`config.mk`:
```
export PLATFORM = sky130hd
export DESIGN_NAME = multi_pulse_generator
export DESIGN_NICKNAME = d
export VERILOG_FILES = /design/src/rtl/multi_pulse_generator_pkg.sv /design/src/rtl/multi_pulse_generator_channel.sv /design/src/rtl/multi_pulse_generator.sv
export SDC_FILE = /design/constraint.sdc
export NUM_CORES = 1
export LEC_CHECK = 0
export BUFFER_PORTS_ARGS = -buffer_cell sky130_fd_sc_hd__buf_2
export CELL_PAD_IN_SITES_DETAIL_PLACEMENT = 2
export CELL_PAD_IN_SITES_GLOBAL_PLACEMENT = 2
export CORE_MARGIN = 10
export CORE_UTILIZATION = 36
export CTS_BUF_LIST = sky130_fd_sc_hd__clkbuf_4
export DETAILED_ROUTE_END_ITERATION = 8
export PLACE_DENSITY = 0.83
export SYNTH_ARGS = -nofsm -noshare
export SYNTH_HDL_FRONTEND = slang
export SYNTH_SLANG_ARGS = --single-unit
```
`constraint.sdc`:
```
create_clock -name clk -period 3.6 [get_ports clk]
set_input_delay 0.9 -clock clk [delete_from_list [all_inputs] [get_ports clk]]
set_output_delay 0.9 -clock clk [all_outputs]
set_load 0.03 [all_outputs]
```
`src/rtl/multi_pulse_generator_pkg.sv`:
```
// Shared types and default constants for the multi-channel pulse generator.
package pulse_gen_pkg;

  // Per-channel FSM state. IDLE must stay at encoding 0 so reset and
  // "not busy" coincide.
  typedef enum logic [1:0] {
    ST_IDLE  = 2'd0,
    ST_DELAY = 2'd1,
    ST_PULSE = 2'd2,
    ST_GAP   = 2'd3
  } pgen_state_t;

  localparam int DEF_N_CH  = 4;
  localparam int DEF_CNT_W = 32;
  localparam int DEF_REP_W = 16;

endpackage

```
`src/rtl/multi_pulse_generator_channel.sv`:
```
// One independent pulse channel: delay, then a train of pulses separated by
// gaps, finite or endless, abortable by stop.
module pulse_channel
  import pulse_gen_pkg::*;
#(
  parameter int CNT_W = DEF_CNT_W,
  parameter int REP_W = DEF_REP_W
) (
  input  logic             clk,
  input  logic             reset_n,
  input  logic             start_i,
  input  logic             stop_i,
  input  logic [CNT_W-1:0] delay_i,
  input  logic [CNT_W-1:0] gap_i,
  input  logic [CNT_W-1:0] width_i,
  input  logic [REP_W-1:0] rep_i,
  output logic             pulse_o,
  output logic             busy_o,
  output logic             done_o,
  output pgen_state_t      state_o
);

  localparam logic [CNT_W-1:0] CNT_ONE = CNT_W'(1);
  localparam logic [REP_W-1:0] REP_ONE = REP_W'(1);

  pgen_state_t      state_q;
  logic [CNT_W-1:0] cnt_q;
  logic [REP_W-1:0] rem_q;
  logic [REP_W-1:0] rep_q;
  logic [CNT_W-1:0] gap_q;
  logic [CNT_W-1:0] width_q;
  logic             start_q;
  logic             arm_q;
  logic             done_q;
  logic             start_edge;

  // Phase length minus one, with a zero request treated as one cycle.
  function automatic logic [CNT_W-1:0] load_val(input logic [CNT_W-1:0] v);
    return (v == '0) ? '0 : v - CNT_ONE;
  endfunction

  // arm_q blocks an edge that only appears because start was already high
  // when reset released; start must be seen low once before it can launch.
  assign start_edge = start_i & ~start_q & arm_q;

  // Channel FSM. The delay setting is consumed straight into the counter at
  // launch, so only gap, width and repetition need shadow copies.
  always_ff @(posedge clk or negedge reset_n) begin
    if (!reset_n) begin
      state_q <= ST_IDLE;
      cnt_q   <= '0;
      rem_q   <= '0;
      rep_q   <= '0;
      gap_q   <= '0;
      width_q <= '0;
      start_q <= 1'b0;
      arm_q   <= 1'b0;
      done_q  <= 1'b0;
    end else begin
      start_q <= start_i;
      arm_q   <= arm_q | ~start_i;
      done_q  <= 1'b0;
      case (state_q)
        ST_IDLE: begin
          if (start_edge && !stop_i) begin
            gap_q   <= gap_i;
            width_q <= width_i;
            rep_q   <= rep_i;
            rem_q   <= rep_i;
            cnt_q   <= load_val(delay_i);
            state_q <= ST_DELAY;
          end
        end
        ST_DELAY: begin
          if (stop_i) begin
            cnt_q   <= '0;
            state_q <= ST_IDLE;
          end else if (cnt_q == '0) begin
            cnt_q   <= load_val(width_q);
            state_q <= ST_PULSE;
          end else begin
            cnt_q <= cnt_q - CNT_ONE;
          end
        end
        ST_PULSE: begin
          if (stop_i) begin
            cnt_q   <= '0;
            state_q <= ST_IDLE;
          end else if (cnt_q == '0) begin
            if (rep_q != '0 && rem_q == REP_ONE) begin
              // Last pulse of a finite train: strobe done in the first IDLE cycle.
              done_q  <= 1'b1;
              state_q <= ST_IDLE;
            end else begin
              if (rep_q != '0) begin
                rem_q <= rem_q - REP_ONE;
              end
              cnt_q   <= load_val(gap_q);
              state_q <= ST_GAP;
            end
          end else begin
            cnt_q <= cnt_q - CNT_ONE;
          end
        end
        ST_GAP: begin
          if (stop_i) begin
            cnt_q   <= '0;
            state_q <= ST_IDLE;
          end else if (cnt_q == '0) begin
            cnt_q   <= load_val(width_q);
            state_q <= ST_PULSE;
          end else begin
            cnt_q <= cnt_q - CNT_ONE;
          end
        end
        default: begin
          state_q <= ST_IDLE;
        end
      endcase
    end
  end

  assign pulse_o = (state_q == ST_PULSE);
  assign busy_o  = (state_q != ST_IDLE);
  assign done_o  = done_q;
  assign state_o = state_q;

endmodule

```
`src/rtl/multi_pulse_generator.sv`:
```
// Array of N_CH independent pulse channels sharing one clock and reset.
module multi_pulse_generator
  import pulse_gen_pkg::*;
#(
  parameter int N_CH  = DEF_N_CH,
  parameter int CNT_W = DEF_CNT_W,
  parameter int REP_W = DEF_REP_W
) (
  input  logic                  clk,
  input  logic                  reset_n,
  input  logic [N_CH-1:0]       start,
  input  logic [N_CH-1:0]       stop,
  input  logic [N_CH*CNT_W-1:0] delay_cycles,
  input  logic [N_CH*CNT_W-1:0] gap_cycles,
  input  logic [N_CH*CNT_W-1:0] width_cycles,
  input  logic [N_CH*REP_W-1:0] repetition,
  output logic [N_CH-1:0]       pulse_out,
  output logic [N_CH-1:0]       busy,
  output logic [N_CH-1:0]       done,
  output logic [2*N_CH-1:0]     dbg_state
);

  // One channel per slice of the packed configuration buses.
  for (genvar i = 0; i < N_CH; i++) begin : g_ch
    pgen_state_t ch_state;

    pulse_channel #(
      .CNT_W (CNT_W),
      .REP_W (REP_W)
    ) u_ch (
      .clk     (clk),
      .reset_n (reset_n),
      .start_i (start[i]),
      .stop_i  (stop[i]),
      .delay_i (delay_cycles[i*CNT_W +: CNT_W]),
      .gap_i   (gap_cycles[i*CNT_W +: CNT_W]),
      .width_i (width_cycles[i*CNT_W +: CNT_W]),
      .rep_i   (repetition[i*REP_W +: REP_W]),
      .pulse_o (pulse_out[i]),
      .busy_o  (busy[i]),
      .done_o  (done[i]),
      .state_o (ch_state)
    );

    assign dbg_state[2*i +: 2] = ch_state;
  end

endmodule

```
## After elaboration in Yosys (flattened, before gate mapping)

Index checks and enable logic that the tools add are counted.

- Memories kept: 0
- Input bits: 458
- Bits in registers: 532
- Memory bits (writable): 0
- Latch bits: 0
- Output and inout bits: 20
- Memory bits (read-only): 0

- Add/subtract/negate cells: 20
- Divide/modulo/power cells: 0
- Multiply operators: 0
- Shift-type cells: 0
- Equal/unequal tests: 48
- Bitwise logic cells: 20
- Reduce and logical (&&, ||, !) cells: 64
- Magnitude comparators: 0
- Mux-type cells: 108

Operator list:

| operator | count |
|---|---|
| 2-to-1 mux 32 bit | 36 |
| logical NOT 32 bit | 16 |
| subtractor 32 x 1 -> 32 bit, second input constant | 16 |
| one-hot mux 32 bit (3 select lines) | 4 |
| 2-to-1 mux 16 bit | 20 |
| one-hot mux 16 bit (2 select lines) | 4 |
| equality test 16 x 1 -> 1 bit, second input constant | 4 |
| nonzero test 16 bit | 4 |
| subtractor 16 x 1 -> 16 bit, second input constant | 4 |
| 2-to-1 mux 2 bit | 24 |
| != test 2 bit, second input constant | 16 |
| one-hot mux 2 bit (3 select lines) | 4 |
| AND reduction 6 bit | 4 |
| equality test 2 bit, second input constant | 8 |
| 2-to-1 mux 1 bit | 16 |
| != test 4 bit, second input constant | 4 |
| AND reduction 2 bit | 8 |
| nonzero test 2 bit | 8 |
| != test 3 x 1 -> 1 bit, second input constant | 4 |
| != test 3 bit, second input constant | 4 |
| AND reduction 3 bit | 4 |
| bitwise AND 1 bit | 8 |
| equality test 2 x 1 -> 1 bit, second input constant | 4 |
| logical AND 1 bit | 8 |
| other kinds (6) | 28 |

## Logic depth before layout (Yosys ltp)

- Depth in word-level cells: 6
- Gate-level depth with buffers: 11
- Gate-level depth less buffers: 9

## By module

Synthesis repeated with hierarchy kept, for this count alone.

- Cells, all modules: 3708
- Area total of the unflattened synthesis: 34279.1 sq um

By module, submodules not included:

| module | cells an instance | seq. area each (sq um) | times used | area an instance (sq um) |
|---|---|---|---|---|
| pulse_channel at g_ch[1].u_ch ... | 922 | 3328.2 | 2 | 8523.2 |
| pulse_channel at g_ch[3].u_ch | 935 | 3328.2 | 1 | 8667.1 |
| pulse_channel at g_ch[0].u_ch | 929 | 3328.2 | 1 | 8565.7 |

## Least setup slack after synthesis

Ideal clock, no wire load.

- Path type: input-to-reg
- Start: in delay_cycles[5]
- End: reg g_ch[0].u_ch.cnt_q[17]
- Setup slack: 0.326 ns
- Buffers on the path: 2
- Stages on the path: 8
- Required time: 3.474 ns
- Data arrival time: 3.148 ns
- Cell sequence: or4_1 -> or4_1 -> buf_2 -> nand4b_4 -> o41ai_4 -> buf_2 -> nor3_1 -> a221o_1

- Longest elaborated chain between the ends: 4
- Elaborated cells on any way between the ends: 5
- Those cells by class: add/sub: 1; mux: 3; reduce/logical: 1

RTL lines:

| element | line | RTL |
|---|---|---|
| start: declaration | multi_pulse_generator.sv:13 | `input logic [N_CH*CNT_W-1:0] delay_cycles,` |
| subtractor 32 x 1 -> 32 bit or logical NOT 32 bit (tied branches) | multi_pulse_generator_channel.sv:39 | `return (v == '0) ? '0 : v - CNT_ONE;` |
| 2-to-1 mux 32 bit (*) | multi_pulse_generator_channel.sv:39 |  |
| 2-to-1 mux 32 bit (*) | multi_pulse_generator_channel.sv:65 | `if (start_edge && !stop_i) begin` |
| one-hot mux 32 bit (3 select lines) (*) | multi_pulse_generator_channel.sv:63 | `case (state_q)` |
| end signal: assignment | multi_pulse_generator_channel.sv:70 | `cnt_q <= load_val(delay_i);` |
| end signal: assignment | multi_pulse_generator_channel.sv:79 | `cnt_q <= load_val(width_q);` |
| end signal: assignment | multi_pulse_generator_channel.sv:82 | `cnt_q <= cnt_q - CNT_ONE;` |
| end: declaration | multi_pulse_generator_channel.sv:27 | `logic [CNT_W-1:0] cnt_q;` |

Every way passes the cells marked *; elsewhere a longest branch is shown, timed or not. The select of a mux whose other input is x is not followed.
A chain may end at the register's enable or synchronous reset.

## Worst setup path after layout

- Start: reg g_ch[0].u_ch.state_q[0]
- End: out pulse_out[0]

- Longest elaborated chain between the ends: 1

RTL lines:

| element | line | RTL |
|---|---|---|
| start: declaration | multi_pulse_generator_channel.sv:26 | `pgen_state_t state_q;` |
| start signal: assignment | multi_pulse_generator_channel.sv:50 | `state_q <= ST_IDLE;` |
| start signal: assignment | multi_pulse_generator_channel.sv:71 | `state_q <= ST_DELAY;` |
| start signal: assignment | multi_pulse_generator_channel.sv:77 | `state_q <= ST_IDLE;` |
| equality test 2 bit | multi_pulse_generator_channel.sv:123 | `assign pulse_o = (state_q == ST_PULSE);` |
| end: declaration | multi_pulse_generator.sv:17 | `output logic [N_CH-1:0] pulse_out,` |

No other way between the ends.

==> impl_metrics.env <==
export IMPL_finalMaxSlewViolations=0
export IMPL_grt_total_usage=0.357
export IMPL_die_area_sq_mm=0.109
export IMPL_rsz0062_at_grt="false"
export IMPL_vias_per_cell=6.33
export IMPL_r2r_end="g_ch[2].u_ch.cnt_q[31]"
export IMPL_p_leak_nw=18.0
export IMPL_p_total_mw=25.5
export IMPL_drc_errors=0
export IMPL_crit_fanout=15
export IMPL_synth_top_family_by_area="simple AND/OR/NAND/NOR gates"
export IMPL_min_path_cells=3
export IMPL_synth_fp_nets=4568
export IMPL_tritoncts="yes"
export IMPL_r2r_slack_ps=100
export IMPL_grt_pass1_wl_mm=301
export IMPL_dr_pass1_iters=6
export IMPL_clock_fmax_ghz=0.285
export IMPL_die_h_um=330
export IMPL_ys_seq_elements=532
export IMPL_worst_setup_path_type="reg2out"
export IMPL_outcome="finished, final reports clean"
export IMPL_place_inst=5758
export IMPL_setup_viol=0
export IMPL_grt_max_degree=87
export IMPL_power_per_cell_area_mw_per_mm2=581
export IMPL_post_dp_hpwl_mm=115
export IMPL_min_from="gap_cycles[64]"
export IMPL_fin_crit_ps=3510
export IMPL_worstSetupEndpointType="primary output"
export IMPL_startpoint_type="flop"
export IMPL_worst_slew_pin_slew_ps=1290
export IMPL_synth_edf_count=0
export IMPL_cts_sinks=532
export IMPL_std_cell_rows=113
export IMPL_synth_area_mux_share=0.0542
export IMPL_fin_crit_sh=0.976
export IMPL_synthCells=4082
export IMPL_ys_types=92
export IMPL_fin_worst_skew_ps=104
export IMPL_hold_violations=0
export IMPL_coreArea_sq_mm=0.0953
export IMPL_die_w_um=330
export IMPL_async_flop_share=1.00
export IMPL_fin_ws_ps=85.5
export IMPL_worstPathRequired_ps=2700
export IMPL_initial_utilization=0.364
export IMPL_clk_latency_ps=1160
export IMPL_grt_pass1_vias=44700
export IMPL_ios=478
export IMPL_finalNetCount=5404
export IMPL_cts_root_buf="clkbuf_4"
export IMPL_synth_xor_area_share=0.102
export IMPL_ant_nets=0
export IMPL_dr_first_iter_drc_count=4132
export IMPL_wire_per_inst_um=31.8
export IMPL_syn_to_final_growth_pct=26.8
export IMPL_tns_ps=0
export IMPL_mostFrequentLayoutCells="640 x nand2_1, 530 x dfrtp_1, 476 x buf_2"
export IMPL_yosysSeqAreaShare=0.384
export IMPL_synth_area_sq_mm=0.0347
export IMPL_synth_warnings=0
export IMPL_worstHoldEndpoint="g_ch[2].u_ch.gap_q[0]"
export IMPL_cts_buffers=163
export IMPL_slew_headroom=0.137
export IMPL_min_path_type="in2reg"
export IMPL_stdcell_count=6307
export IMPL_wl_mm=200
export IMPL_rr_worst_depth=7
export IMPL_cp_arrival_ps=2610
export IMPL_ir_drop_v=0.000296
export IMPL_timing_rr_start="g_ch[2].u_ch.width_q[22]"
export IMPL_avgSynthCellArea_sq_um=8.50
export IMPL_final_layout_size_suffix_gt1_frac=0.227
export IMPL_post_place_ws_ps=-133
export IMPL_grt_overflow_total=0
export IMPL_synth_flop_cell="dfrtp_1"
export IMPL_antenna_found_initial=29
export IMPL_io_buffers=477
export IMPL_synth_fa_ha_area_frac=0.0101
export IMPL_layout_commonest_cell="nand2_1"
export IMPL_htree_levels=4
export IMPL_clk_pin_slew_ps=110
export IMPL_vias=39900
export IMPL_place_congestion=0.895
export IMPL_yosys_area_share_simple=0.265
export IMPL_maxCapViolCount=0
export IMPL_synth_compound_area_share=0.149
export IMPL_cts_max_path_buffers=3
-- cell type report --
cell class	count	area [sq um]
clock buffer	228	1710
tap	1265	1580
timing repair buffer	897	6420
inverter	70	264
multi-input combinational	3254	20300
clock inverter	47	338
antenna	14	35.0
fill	10400	51300
sequential	532	13300
-- cell usage after synthesis (29+ instances only) --
cell type	instances	area, sq um
nand2_1	642	2410
dfrtp_1	532	13300
nor2_1	362	1360
xnor2_1	256	2240
nor3_1	249	1250
a21oi_1	193	966
o21ai_0	177	886
nor4_1	159	995
mux2_2	158	1780
clkbuf_1	157	589
xor2_1	148	1300
or3_1	96	601
nand3_1	79	395
o221ai_1	76	666
inv_1	67	251
or4_1	66	495
nand4_1	44	275
a31oi_1	42	263
buf_2	37	185
o22ai_1	33	206
a22oi_1	29	218
o211ai_1	29	218
-- worst max-delay path, stage by stage, from the launching register on --
cell,delay [ps]
dfrtp_2,510
inv_2,190
nand2_1,200
inv_1,100
buf_4,240
buf_2,240
-- worst max path at each step --
stage / startpoint / endpoint / slack [ps] / depth (start not counted)
2_1_floorplan: delay_cycles[5] / g_ch[0].u_ch.cnt_q[17] / 330 / 8
3_3_place_gp: delay_cycles[5] / g_ch[0].u_ch.cnt_q[18] / -40 / 8
3_5_place_dp: delay_cycles[5] / g_ch[0].u_ch.cnt_q[18] / -130 / 8
4_1_cts: g_ch[0].u_ch.state_o[0] / pulse_out[0] / 20 / 5
5_1_grt: g_ch[2].u_ch.cnt_q[1] / g_ch[2].u_ch.rem_q[5] / 8 / 11
6_report: g_ch[0].u_ch.state_o[0] / pulse_out[0] / 90 / 5
-- power breakdown --
group	switching (mW)	total [mW]	internal, mW
logic	5.00	8.17	3.16
clock network	3.61	6.82	3.21
registers	2.92	10.6	7.64
-- what timing repair did --
item | 4_1_cts | 5_1_grt
gates resized for setup | 7 | 16
endpoints found under the hold margin | 316 | 0
setup buffers | 0 | 0
hold buffers | 260 | 0
setup endpoints to repair | 4 | 39
-- per-layer routing --
metal	routed length [um]	part of all wire	up-vias	GRT usage
li1	-	-	16600	-
met1	74100	0.37	20400	0.403
met2	98900	0.49	2254	0.618
met3	15900	0.080	732	0.0887
met4	11200	0.056	24	0.188
met5	146	0.00073	-	0
-- registers in the layout, summed over array words and instances, names as in the netlist --
name               cells
g_ch.u_ch.width_q    128
g_ch.u_ch.done_o       4
g_ch.u_ch.rep_q       64
g_ch.u_ch.start_q      4
g_ch.u_ch.gap_q      128
g_ch.u_ch.arm_q        4
g_ch.u_ch.cnt_q      128
g_ch.u_ch.rem_q       64
g_ch.u_ch.state_o      8
-- stage by stage --
step | cell area [sq um] | hold slack, ps | utilization
floorplan | 34700 | 426 | -
global placement | 39200 | 441 | 0.412
detailed placement | 39200 | 449 | 0.412
CTS | 43900 | 0.105 | 0.460
global route | 44000 | 10.1 | 0.462
finish | 44000 | 56.4 | 0.462
-- kinds of logic after synthesis --
kind of cell	after synthesis
AOI/OAI and AO/OA	778
muxes	168
buffers and inverters	296
adders and majority gates	28
xor gates and xnor gates	404
and+or+nand+nor	1876
DFF	532
Power figures use the tool's default switching activity.
